$ cat src/rtl/divider_unit_pkg.sv
// Shared constants for the iterative divider: operation codes, FSM
// encodings and the fixed results of the divide-by-zero / overflow cases.
package divider_unit_pkg;

  localparam int unsigned DATA_W  = 32;
  localparam int unsigned COUNT_W = 5;

  localparam logic [1:0] DIV_OP_DIV  = 2'b00;
  localparam logic [1:0] DIV_OP_DIVU = 2'b01;
  localparam logic [1:0] DIV_OP_REM  = 2'b10;
  localparam logic [1:0] DIV_OP_REMU = 2'b11;

  localparam logic [COUNT_W-1:0] LAST_ITER = 5'd31;

  typedef enum logic [1:0] {
    ST_IDLE   = 2'd0,
    ST_DIVIDE = 2'd1,
    ST_DONE   = 2'd2
  } div_state_t;

  function automatic logic op_is_signed(input logic [1:0] op);
    return (op == DIV_OP_DIV) || (op == DIV_OP_REM);
  endfunction

  function automatic logic op_is_rem(input logic [1:0] op);
    return (op == DIV_OP_REM) || (op == DIV_OP_REMU);
  endfunction

  // Fixed answer for the two corner cases: b == 0 gives all-ones quotient
  // and the dividend as remainder; the signed overflow gives MIN_INT and 0.
  function automatic logic [DATA_W-1:0] special_result(
    input logic [1:0]        op,
    input logic [DATA_W-1:0] a,
    input logic              b_zero
  );
    if (b_zero) return op_is_rem(op) ? a : {DATA_W{1'b1}};
    return op_is_rem(op) ? '0 : {1'b1, {(DATA_W-1){1'b0}}};
  endfunction

endpackage

$ cat src/rtl/divider_unit.sv
// Radix-2 restoring divider, 32 iterations, signed/unsigned quotient and
// remainder, with optional single-cycle completion of corner cases.
//
// state     | meaning
// ----------+-----------------------------------------------------------
// ST_IDLE   | waiting for start (or holding an early-out result one cycle)
// ST_DIVIDE | iterating, one quotient bit per cycle, then sign fix-up
// ST_DONE   | result_valid cycle; may accept the next start directly
module divider_unit
  import divider_unit_pkg::*;
#(
  parameter bit EARLY_OUT = 1'b1
) (
  input  logic        clock,
  input  logic        reset,
  input  logic        start,
  input  logic [1:0]  div_op,
  input  logic [31:0] operand_a,
  input  logic [31:0] operand_b,
  input  logic        flush,
  output logic        busy,
  output logic        result_valid,
  output logic [31:0] result
);

  div_state_t         state_q, state_d;
  logic [COUNT_W-1:0] count_q, count_d;
  logic               iter_done_q, iter_done_d;
  logic               early_q, early_d;
  logic [1:0]         op_q, op_d;
  logic [31:0]        a_q, a_d;
  logic               b_zero_q, b_zero_d;
  logic               special_q, special_d;
  logic               neg_quo_q, neg_quo_d;
  logic               neg_rem_q, neg_rem_d;
  logic [31:0]        divisor_q, divisor_d;
  logic [31:0]        quo_q, quo_d;
  logic [31:0]        rem_q, rem_d;
  logic [31:0]        result_q, result_d;

  logic        accept;
  logic        in_signed;
  logic        in_special;
  logic [31:0] a_abs;
  logic [31:0] b_abs;
  logic [32:0] part_rem;
  logic [32:0] diff;
  logic [31:0] final_quo;
  logic [31:0] final_rem;
  logic [31:0] final_res;

  // Next-state, datapath step and result selection.
  always_comb begin
    state_d     = state_q;
    count_d     = count_q;
    iter_done_d = iter_done_q;
    early_d     = early_q;
    op_d        = op_q;
    a_d         = a_q;
    b_zero_d    = b_zero_q;
    special_d   = special_q;
    neg_quo_d   = neg_quo_q;
    neg_rem_d   = neg_rem_q;
    divisor_d   = divisor_q;
    quo_d       = quo_q;
    rem_d       = rem_q;
    result_d    = result_q;

    // An early-out pending in IDLE owns the next edge, so start waits.
    accept = start && !flush &&
             (((state_q == ST_IDLE) && !early_q) || (state_q == ST_DONE));

    in_signed  = op_is_signed(div_op);
    in_special = (operand_b == '0) ||
                 (in_signed && (operand_a == 32'h8000_0000) &&
                  (operand_b == 32'hFFFF_FFFF));
    a_abs = (in_signed && operand_a[31]) ? (~operand_a + 32'd1) : operand_a;
    b_abs = (in_signed && operand_b[31]) ? (~operand_b + 32'd1) : operand_b;

    // 33-bit partial remainder: previous remainder with next dividend bit.
    part_rem = {rem_q, quo_q[31]};
    diff     = part_rem - {1'b0, divisor_q};

    final_quo = neg_quo_q ? (~quo_q + 32'd1) : quo_q;
    final_rem = neg_rem_q ? (~rem_q + 32'd1) : rem_q;
    if (special_q) final_res = special_result(op_q, a_q, b_zero_q);
    else           final_res = op_is_rem(op_q) ? final_rem : final_quo;

    case (state_q)
      ST_IDLE: begin
        if (flush) begin
          early_d = 1'b0;
        end else if (early_q) begin
          state_d  = ST_DONE;
          result_d = special_result(op_q, a_q, b_zero_q);
          early_d  = 1'b0;
        end
      end
      ST_DIVIDE: begin
        if (flush) begin
          state_d = ST_IDLE;
        end else if (iter_done_q) begin
          state_d  = ST_DONE;
          result_d = final_res;
        end else begin
          if (!diff[32]) begin
            rem_d = diff[31:0];
            quo_d = {quo_q[30:0], 1'b1};
          end else begin
            rem_d = part_rem[31:0];
            quo_d = {quo_q[30:0], 1'b0};
          end
          if (count_q == LAST_ITER) iter_done_d = 1'b1;
          else                      count_d     = count_q + 5'd1;
        end
      end
      ST_DONE: begin
        state_d = ST_IDLE;
      end
      default: begin
        state_d = ST_IDLE;
      end
    endcase

    if (accept) begin
      op_d        = div_op;
      a_d         = operand_a;
      b_zero_d    = (operand_b == '0);
      special_d   = in_special;
      neg_quo_d   = in_signed && (operand_a[31] ^ operand_b[31]);
      neg_rem_d   = in_signed && operand_a[31];
      divisor_d   = b_abs;
      quo_d       = a_abs;
      rem_d       = '0;
      count_d     = '0;
      iter_done_d = 1'b0;
      if (EARLY_OUT && in_special) begin
        early_d = 1'b1;
        state_d = ST_IDLE;
      end else begin
        state_d = ST_DIVIDE;
      end
    end
  end

  // State and datapath registers; reset discards any operation in flight.
  always_ff @(posedge clock or posedge reset) begin
    if (reset) begin
      state_q     <= ST_IDLE;
      count_q     <= '0;
      iter_done_q <= 1'b0;
      early_q     <= 1'b0;
      op_q        <= DIV_OP_DIV;
      a_q         <= '0;
      b_zero_q    <= 1'b0;
      special_q   <= 1'b0;
      neg_quo_q   <= 1'b0;
      neg_rem_q   <= 1'b0;
      divisor_q   <= '0;
      quo_q       <= '0;
      rem_q       <= '0;
      result_q    <= '0;
    end else begin
      state_q     <= state_d;
      count_q     <= count_d;
      iter_done_q <= iter_done_d;
      early_q     <= early_d;
      op_q        <= op_d;
      a_q         <= a_d;
      b_zero_q    <= b_zero_d;
      special_q   <= special_d;
      neg_quo_q   <= neg_quo_d;
      neg_rem_q   <= neg_rem_d;
      divisor_q   <= divisor_d;
      quo_q       <= quo_d;
      rem_q       <= rem_d;
      result_q    <= result_d;
    end
  end

  assign busy         = (state_q == ST_DIVIDE);
  assign result_valid = (state_q == ST_DONE);
  assign result       = result_q;

endmodule
$ cat config.mk
export PLATFORM = sky130hd
export DESIGN_NAME = divider_unit
export DESIGN_NICKNAME = d
export VERILOG_FILES = /design/src/rtl/divider_unit_pkg.sv /design/src/rtl/divider_unit.sv
export SDC_FILE = /design/constraint.sdc
export NUM_CORES = 1
export LEC_CHECK = 0
export BUFFER_PORTS_ARGS = -buffer_cell sky130_fd_sc_hd__buf_2
export CORE_MARGIN = 8
export CORE_UTILIZATION = 45
export DETAILED_ROUTE_END_ITERATION = 10
export GPL_TIMING_DRIVEN = 0
export HOLD_SLACK_MARGIN = 0.08
export PLACE_DENSITY_LB_ADDON = 0.08
export RECOVER_POWER = 50
export SETUP_SLACK_MARGIN = 0.1
export SYNTH_ARGS = -nofsm -noshare
export SYNTH_HDL_FRONTEND = slang
export SYNTH_SLANG_ARGS = --single-unit
$ cat constraint.sdc
create_clock -name clock -period 14.4 [get_ports clock]
set_clock_uncertainty 0.1 [all_clocks]
set_input_delay 0 -clock clock [delete_from_list [all_inputs] [get_ports clock]]
set_output_delay 0 -clock clock [all_outputs]
set_load 0.02 [all_outputs]
==> reports/metrics.yaml, run 1 <==
synthesis:
  ys_ff_latch: 174
  syn_nets: 1605
  syn_inst: 1495
  seq_area_frac_synth: 0.360
  yosysUniqueCellTypes: 66
  synthArstFlopShare: 1.00
  synth_enable_flop_cells: 0
  synthSimpleGateAreaFrac: 0.204
  synth_top_family_by_area: "compound AO/OA/AOI/OAI gates"
  synth_xor_area_frac: 0.108
  synth.avg_cell_area_um2: 8.08
  ys.flop_type: "dfrtp_1"
  synth-compound-area-share: 0.217
  ys_warn_count: 0
  netlist_area_mm2: 0.0121
  synthAdderAreaFrac: 0.0420
  muxShareOfSynthArea: 0.0225
setup_path:
  cp.arrival_ns: 6.40
  crit_start: "reset"
  rrSetupSlack_ns: 10.36
  worstSetupEndpointType: "async pin"
  worst_path_max_delay_cell: "clkbuf_1"
  rr_startpoint: "quo_q[31]"
  crit_path_start_kind: "input pin"
  r2r_end: "rem_q[25]"
  critPathCapture: "result[30]"
  critPathKind: "in2async"
  r2r_cells: 13
  required_ns: 13.74
  worstPathCellList: "dlygate4sd3_1, buf_2, clkinvlp_2, clkbuf_1"
  path_max_fanout: 90
  critPathMaxStageDelay_ns: 3.42
final_layout:
  n_antenna_cell: 0
  area_growth_pct: 19.3
  final_common_cell: "nand2_1"
  fin_nets: 1813
  num-fill-cells: 2612
  postLayoutCoreUtil: 0.541
  final_cell_mix: "nand2_1, dfrtp_1, o21ai_0"
  drive_gt1_frac: 0.0711
clocking:
  clock_latency_ns: 0.44
  cts_root_buffer: "clkbuf_16"
  numCtsBuffers: 17
  clockBufferDepth: 2
  cts_max_level: 4
  clk_pin_slew_ns: 0.08
  clock-sinks: 174
  cts_resized: 0
  tritoncts: "done"
min_path:
  hold_class: "in2reg"
global_routing:
  grt_overflow: 0
  grt_pass1_vias: 11623
  grt_pass1_wl_um: 66500
  grt_max_degree: 91
  grtUsageTotal: 0.258
  antenna_found_initial: 0
timing:
  fin_hold_ws_ns: 0.235
  setup_slack_ns: 7.34
  finalHoldViolCount: 0
  min_period_ns: 7.06
  relSlewSlack: -2.12
  setup-violations-final: 0
  max_freq_mhz: 142
  finalSetupTns_ns: 0
  tightest_slew_ns: 4.67
  fin_crit_sh: 0.490
  rsz0062_at_grt: "false"
  slew_viol_final: 177
status:
  violations: "max-capacitance violations, max-slew violations"
  outcome: "finished, violations left"
floorplan:
  core-area_mm2: 0.0267
  die_y_um: 180
  num_rows: 60
  dieWidth_um: 180
  dieArea_mm2: 0.0324
  ios: 104
  initial_core_util: 0.453
power_and_ir_drop:
  power_density_mw_per_mm2: 187
  leakage_nw: 6.35
  power_mw: 2.69
  ir_worst_vdd_mv: 0.113
drt:
  drt-pass1-iter-count: 5
  ant_nets: 0
  vias: 11939
  drc: 0
  routedWlPerCell_um: 20.6
  drt_iter0_drc: 973
  viasPerCell: 5.81
  drt_wl_total_um: 42300
placement:
  numPortBuffers: 102
  dp_hpwl_um: 31600
  gp_congestion: 0.914
  place_ws_ns: 10.47
job:
  maxCapViolCount: 2
==> metrics by stage <==
| step | cells | cell area, um^2 |
|---|---|---|
| 6_report | 2056 | 14400 |
| 3_5_place_dp | 1939 | 13100 |
| 5_1_grt | 2056 | 14400 |
| 2_1_floorplan | 1495 | 12100 |
| 4_1_cts | 2056 | 14500 |
| 3_3_place_gp | 1938 | 13000 |
==> where the power goes <==
part	internal (mW)	total (mW)	switching, mW
Combinational	0.582	1.43	0.852
Sequential	0.607	0.788	0.181
Clock	0.231	0.470	0.238
==> state kept, by name (all words and copies together), names as in the netlist, 2 cells and up <==
| name | flops |
|---|---|
| quo_q | 32 |
| a_q | 32 |
| divisor_q | 32 |
| state_q | 2 |
| result | 32 |
| count_q | 5 |
| rem_q | 32 |
==> cell usage after synthesis (all sizes together), types with 12 or more instances <==
cell	number	area [um^2]
or3	14	92.6
nand2	298	1120
nor2	99	372
a21oi	76	380
inv	59	221
nor3	24	120
ha	39	488
xor2	72	631
clkbuf	78	293
a31oi	32	200
o41ai	12	131
nor2b	12	75.1
o31ai	35	268
a21o	17	128
a221o	12	120
mux2i	26	260
o211ai	13	97.6
o21ai	140	701
or4	12	101
dfrtp	174	4350
nand3	19	95.1
nand2b	18	113
xnor2	77	674
==> critical path: cells and delay by family <==
| kind | cells | cell delay [ns] |
|---|---|---|
| buffers and inverters | 4 | 6.30 |
==> timing repair <==
action                                 4_1_cts  5_1_grt
endpoints found under the hold margin      192        0
hold buffers                                86        0
buffers inserted                             0        0
==> cell type report <==
cell class / count / area, um^2 / share of cell area
Tap cell: 341 / 427 / 0.0296
Inverter: 59 / 223 / 0.0154
Clock inverter: 14 / 144 / 0.00998
Timing Repair Buffer: 189 / 1330 / 0.0925
Multi-Input combinational cell: 1175 / 7170 / 0.498
Buffer: 87 / 337 / 0.0233
Sequential cell: 174 / 4350 / 0.302
Clock buffer: 17 / 425 / 0.0295
==> per-layer routing <==
layer,up-vias,track usage,part of all wire
met4,0,0.0777,0.022
met3,50,0.0478,0.073
met2,430,0.394,0.44
li1,5682,-,-
met5,-,0,0
met1,5777,0.364,0.47
==> worst min-delay path by stage <==
stage,start,endpoint,slack [ns],cells after the start
after global routing,operand_a[15],a_q[15],0.25,4
after CTS,reset,rem_q[9],0.15,3
after floorplan,div_op[0],neg_quo_q,-0.004,1
final,operand_a[15],a_q[15],0.23,4
after global placement,div_op[1],op_q[1],0.14,3
after detailed placement,reset,rem_q[9],0.06,2
==> cell families (layout without fill, tap and decap cells) <==
group                      count (synthesis)  after routing
AOI/OAI and AO/OA                        408            408
xor gates and xnor gates                 149            149
adders and majority gates                 40             40
buffers and inverters                    146            366
DFF                                      174            174
muxes                                     27             27
and+or+nand+nor                          551            551
Note: power is estimated with default switching activity, not from simulation.
==> run 2, diff against run 1 <==
Settings changed: ABC_AREA set to 1.
Clock period 14.4 ns to 7 ns, I/O delays scaled along.
==> reports/metrics.yaml, run 2 <==
status:
  outcome: "finished, violations left"
  violations: "max-capacitance violations, max-slew violations"
floorplan:
  initial_core_util: 0.455
  num_rows: 65
  dieArea_mm2: 0.0378
  die_y_um: 194
  ios: 104
  dieWidth_um: 194
  core-area_mm2: 0.0315
timing:
  finalSetupTns_ns: 0
  max_freq_mhz: 316
  relSlewSlack: -0.496
  setup-violations-final: 0
  finalHoldViolCount: 0
  min_period_ns: 3.16
  tightest_slew_ns: 2.23
  fin_crit_sh: 0.452
  rsz0062_at_grt: "false"
  slew_viol_final: 45
synthesis:
  synth_enable_flop_cells: 0
  ys_ff_latch: 174
  synth.avg_cell_area_um2: 6.13
  synth_top_area_frac: 0.304
  synthTopCellsByCount: "nand2_1, inv_1, nand3_1, nor2_1, dfrtp_1"
  synth_most_common_cell: "nand2_1"
  ys_warn_count: 0
  syn_nets: 2448
  synth.area.top_cells: "dfrtp_1, nand2_1, nand3_1, inv_1, o21ai_0"
  ys.flop_type: "dfrtp_1"
  synth_area_leader_cell: "dfrtp_1"
  syn_inst: 2338
  seq_area_frac_synth: 0.304
  synthArstFlopShare: 1.00
  netlist_area_mm2: 0.0143
  yosysUniqueCellTypes: 50
setup_path:
  cp.arrival_ns: 3.46
  worstSetupEndpointType: "flop"
  critPathKind: "reg2reg"
  required_ns: 7.30
  path_max_fanout: 10
  crit_path_start_kind: "flop"
clocking:
  cts_root_buffer: "clkbuf_16"
  clockBufferDepth: 2
  clock_latency_ns: 0.47
  clock-sinks: 174
  tritoncts: "done"
  clk_pin_slew_ns: 0.08
  numCtsBuffers: 17
  cts_setup_buffers: 0
  cts_max_level: 4
final_layout:
  multi_input_area_mm2: 0.00837
  register_area_mm2: 0.00435
  design_area_mm2: 0.0169
  postLayoutCoreUtil: 0.538
  drive_gt1_frac: 0.0617
  n_antenna_cell: 0
  final_common_cell: "nand2_1"
  area_growth_pct: 18.1
  fin_nets: 2674
  final_cell_mix: "nand2_1, inv_1, nand3_1"
  final_cells: 2979
  num-fill-cells: 3247
power_and_ir_drop:
  ir_worst_vdd_mv: 0.210
  leakage_nw: 8.74
  power_mw: 5.43
  power_density_mw_per_mm2: 321
drt:
  wl_met3_um: 5770
  ant_nets: 0
  wl_met1_um: 27600
  routedWlPerCell_um: 19.8
  wl_met2_um: 24100
  drc: 0
  viasPerCell: 5.60
  drt_iter0_drc: 2081
  drt-pass1-iter-count: 6
  vias: 16668
  top_layer: "met5"
  drt_wl_total_um: 59100
global_routing:
  antenna_found_initial: 1
  grt_max_degree: 131
  grt_overflow: 0
  grt_pass1_vias: 15691
  grt_pass1_wl_um: 91100
  grtUsageTotal: 0.310
placement:
  dp_hpwl_um: 46900
  numPortBuffers: 103
  placed_cells: 2844
  place_area_mm2: 0.0154
  gp_congestion: 1.02
job:
  maxCapViolCount: 1
min_path:
  hold_class: "in2reg"
## run 2: cell count changes in the layout (fill, tap and decap cells not counted), moves of 25 or more
| cell | previous run | this run |
|---|---|---|
| mux2i_1 | 26 | 0 |
| xnor2_1 | 77 | 15 |
| nand3_1 | 19 | 273 |
| inv_1 | 58 | 321 |
| clkbuf_1 | 112 | 82 |
| nand2_1 | 298 | 743 |
| xor2_1 | 72 | 18 |
| nor2_1 | 99 | 203 |
| o21ai_0 | 138 | 168 |
| o31ai_1 | 34 | 5 |
| nand4_1 | 10 | 35 |
## run 2: layout make-up
| class | instances | area share |
|---|---|---|
| clock buffers | 18 | 0.0254 |
| plain buffers | 82 | 0.0206 |
| clock inverters | 14 | 0.00784 |
| multi-input cells | 1749 | 0.495 |
| inverters | 333 | 0.0739 |
| repair buffers | 207 | 0.0905 |
| flip-flops and latches | 174 | 0.257 |
| well taps | 402 | 0.0297 |
## run 2: worst max-delay path, stage by stage, from the launching register on
cell and delay, ns:
dfrtp_1 0.43, nor2_1 0.12, inv_1 0.05, nor2_1 0.20, o21ai_4 0.13, inv_2 0.08, buf_2 0.25, buf_2 0.34
nand3_1 0.10, dlygate4sd3_1 0.56, a22oi_1 0.15, dlygate4sd3_1 0.56
## run 2: cell families after synthesis
family / Yosys count / share of synthesized area
xor gates and xnor gates: 33 / 0.0202
DFF: 174 / 0.304
adders and majority gates: 40 / 0.0355
AOI/OAI and AO/OA: 331 / 0.129
buffers and inverters: 415 / 0.112
and+or+nand+nor: 1345 / 0.400
## run 2: what timing repair did
action,in CTS,in global routing
gates resized for setup,0,0
hold endpoints to repair,281,0
hold buffers,103,0
## run 2: worst paths after layout
path	from	endpoint	slack, ns	depth (start not counted)
hold reg to reg	result[11]	result[11]	0.38	2
setup / recovery	state_q[0]	quo_q[22]	3.84	11
max in group asynchronous	reset	rem_q[20]	4.19	5
hold / removal	start	quo_q[10]	0.13	8
setup reg to reg	state_q[0]	quo_q[22]	3.84	11
min in group asynchronous	reset	divisor_q[15]	1.14	4
## run 2: power by group
group          leakage [nW]  switching, mW  total (mW)  internal, mW
logic                  6.26           1.93        2.75         0.815
registers              2.22          0.402        1.75          1.35
clock network         0.259          0.473       0.940         0.467
total                  8.74           2.81        5.43          2.63
## run 2: stage by stage
| step | hold WS [ns] | setup WS (ns) |
|---|---|---|
| finish | 0.134 | 3.84 |
| global route | 0.188 | 3.64 |
| CTS | 0.117 | 3.89 |
| detailed placement | -0.0770 | 4.22 |
| global placement | 0.181 | -0.0205 |
| floorplan | 0.00962 | 2.18 |
## run 2: metal layers
layer / vias to the layer above / global-route usage
met5: - / 0
met4: 4 / 0.0897
met3: 106 / 0.0605
met2: 809 / 0.453
met1: 7748 / 0.453
li1: 8001 / -
==> run 3, diff against run 2 <==
Clock period 7 ns to 2.8 ns, I/O delays scaled along.
==> reports/metrics.yaml, run 3 (synthesis results as in run 2) <==
timing:
  min_period_ns: 2.60
  finalHoldViolCount: 0
  relSlewSlack: -0.0754
  finalSetupTns_ns: 0
  tightest_slew_ns: 1.60
  rsz0062_at_grt: "true"
  setup-violations-final: 0
  max_freq_mhz: 384
  slew_viol_final: 37
  fin_crit_sh: 0.930
clocking:
  clk_pin_slew_ns: 0.08
  cts_max_level: 4
  clock-sinks: 174
  tritoncts: "done"
  cts_root_buffer: "clkbuf_16"
  numCtsBuffers: 17
  clock_latency_ns: 0.48
  clockBufferDepth: 2
global_routing:
  grt_pass1_wl_um: 90500
  grt_max_degree: 39
  grt_pass1_vias: 15266
  grt_overflow: 0
  antenna_found_initial: 1
  grtUsageTotal: 0.308
drt:
  drc: 0
  drt_iter0_drc: 1831
  drt_wl_total_um: 59300
  vias: 16506
  viasPerCell: 5.55
  routedWlPerCell_um: 19.9
  ant_nets: 0
  drt-pass1-iter-count: 6
final_layout:
  design_area_mm2: 0.0170
  final_common_cell: "nand2_1"
  final_cell_mix: "nand2_1, inv_1, nand3_1"
  n_antenna_cell: 0
  drive_gt1_frac: 0.0695
  fin_nets: 2671
  area_growth_pct: 18.8
  num-fill-cells: 3240
setup_path:
  rrSetupSlack_ns: 0.20
  worstSetupEndpointType: "flop"
  worst_path_max_delay_cell: "buf_1"
  worstPathCellList: "inv_1, nor2_2, nand2_1, inv_1, buf_1, nand3_1, nand2_1, nand2_1"
  cp.arrival_ns: 2.86
  r2r_cells: 8
  critPathMaxStageDelay_ns: 0.60
  path_max_fanout: 10
  critPathTopFamily: "simple AND/OR/NAND/NOR gates"
  crit_path_start_kind: "flop"
  crit_buf_inv: 3
  required_ns: 3.05
  cp.depth: 8
  cp_common_cell: "nand2_1"
  critPathKind: "reg2reg"
placement:
  numPortBuffers: 103
  dp_hpwl_um: 47600
  place_area_mm2: 0.0154
  gp_congestion: 1.01
floorplan:
  die_y_um: 194
  core-area_mm2: 0.0315
  initial_core_util: 0.455
  dieWidth_um: 194
  ios: 104
  dieArea_mm2: 0.0378
  num_rows: 65
power_and_ir_drop:
  power_mw: 13.8
  power_density_mw_per_mm2: 812
  leakage_nw: 8.78
  ir_worst_vdd_mv: 0.566
min_path:
  worstHoldPathCells: 8
  hold_class: "in2reg"
status:
  violations: "max-capacitance violations, max-slew violations"
  outcome: "finished, violations left"
job:
  maxCapViolCount: 1
==> run 3: worst paths after layout <==
| path | from | end |
|---|---|---|
| max | state_q[0] | result[28] |
| min reg2reg | result[23] | result[23] |
| min | start | quo_q[7] |
| max in group asynchronous | reset | divisor_q[0] |
| min in group asynchronous | reset | result[23] |
| max reg2reg | state_q[0] | result[28] |
==> run 3: worst min-delay path, stage by stage <==
cell      delay [ns]
buf_2           0.09
inv_1           0.05
nor2_1          0.07
o21ai_4         0.13
nand2_4         0.12
o211ai_1        0.11
o22ai_1         0.07
inv_1           0.05
==> run 3: power breakdown <==
part	leakage [nW]	internal [mW]	total, mW	switching (mW)
registers	2.21	3.37	4.36	0.992
logic	6.27	2.02	6.88	4.86
clock network	0.295	1.43	2.58	1.16
==> run 3: through the flow <==
| step | setup WS [ns] | hold slack (ns) | cells | util |
|---|---|---|---|---|
| after CTS | 0.111 | 0.127 | 2973 | 0.539 |
| after detailed placement | 0.0555 | 0.111 | 2847 | 0.490 |
| after global placement | -0.705 | 0.181 | 2843 | 0.488 |
| after global routing | 0.0913 | 0.207 | 2976 | 0.541 |
| final | 0.197 | 0.148 | 2976 | 0.541 |
| after floorplan | 0.475 | 0.00962 | 2338 | - |
==> run 3: final cells by class <==
cell class / count / area (um^2) / share of cell area
buffer: 82 / 365 / 0.0215
clock buffer: 19 / 433 / 0.0254
clock inverter: 13 / 175 / 0.0103
inverter: 333 / 1250 / 0.0735
multi-input combinational: 1749 / 8440 / 0.496
sequential: 174 / 4360 / 0.256
tap: 402 / 503 / 0.0296
timing repair buffer: 204 / 1490 / 0.0874
==> run 3: metal layers <==
metal,up-vias,share of wire,global-route usage
met5,-,0,0
met4,0,0.021,0.0761
met3,86,0.096,0.0636
met2,756,0.41,0.448
met1,7669,0.47,0.457
li1,7995,-,-
==> run 3: repair_timing <==
item,CTS,global route
hold endpoints to repair,141,0
endpoints found under the setup margin,27,47
gates resized for setup,1,27
pin swaps,0,2
setup buffers,0,3
hold buffers,94,0
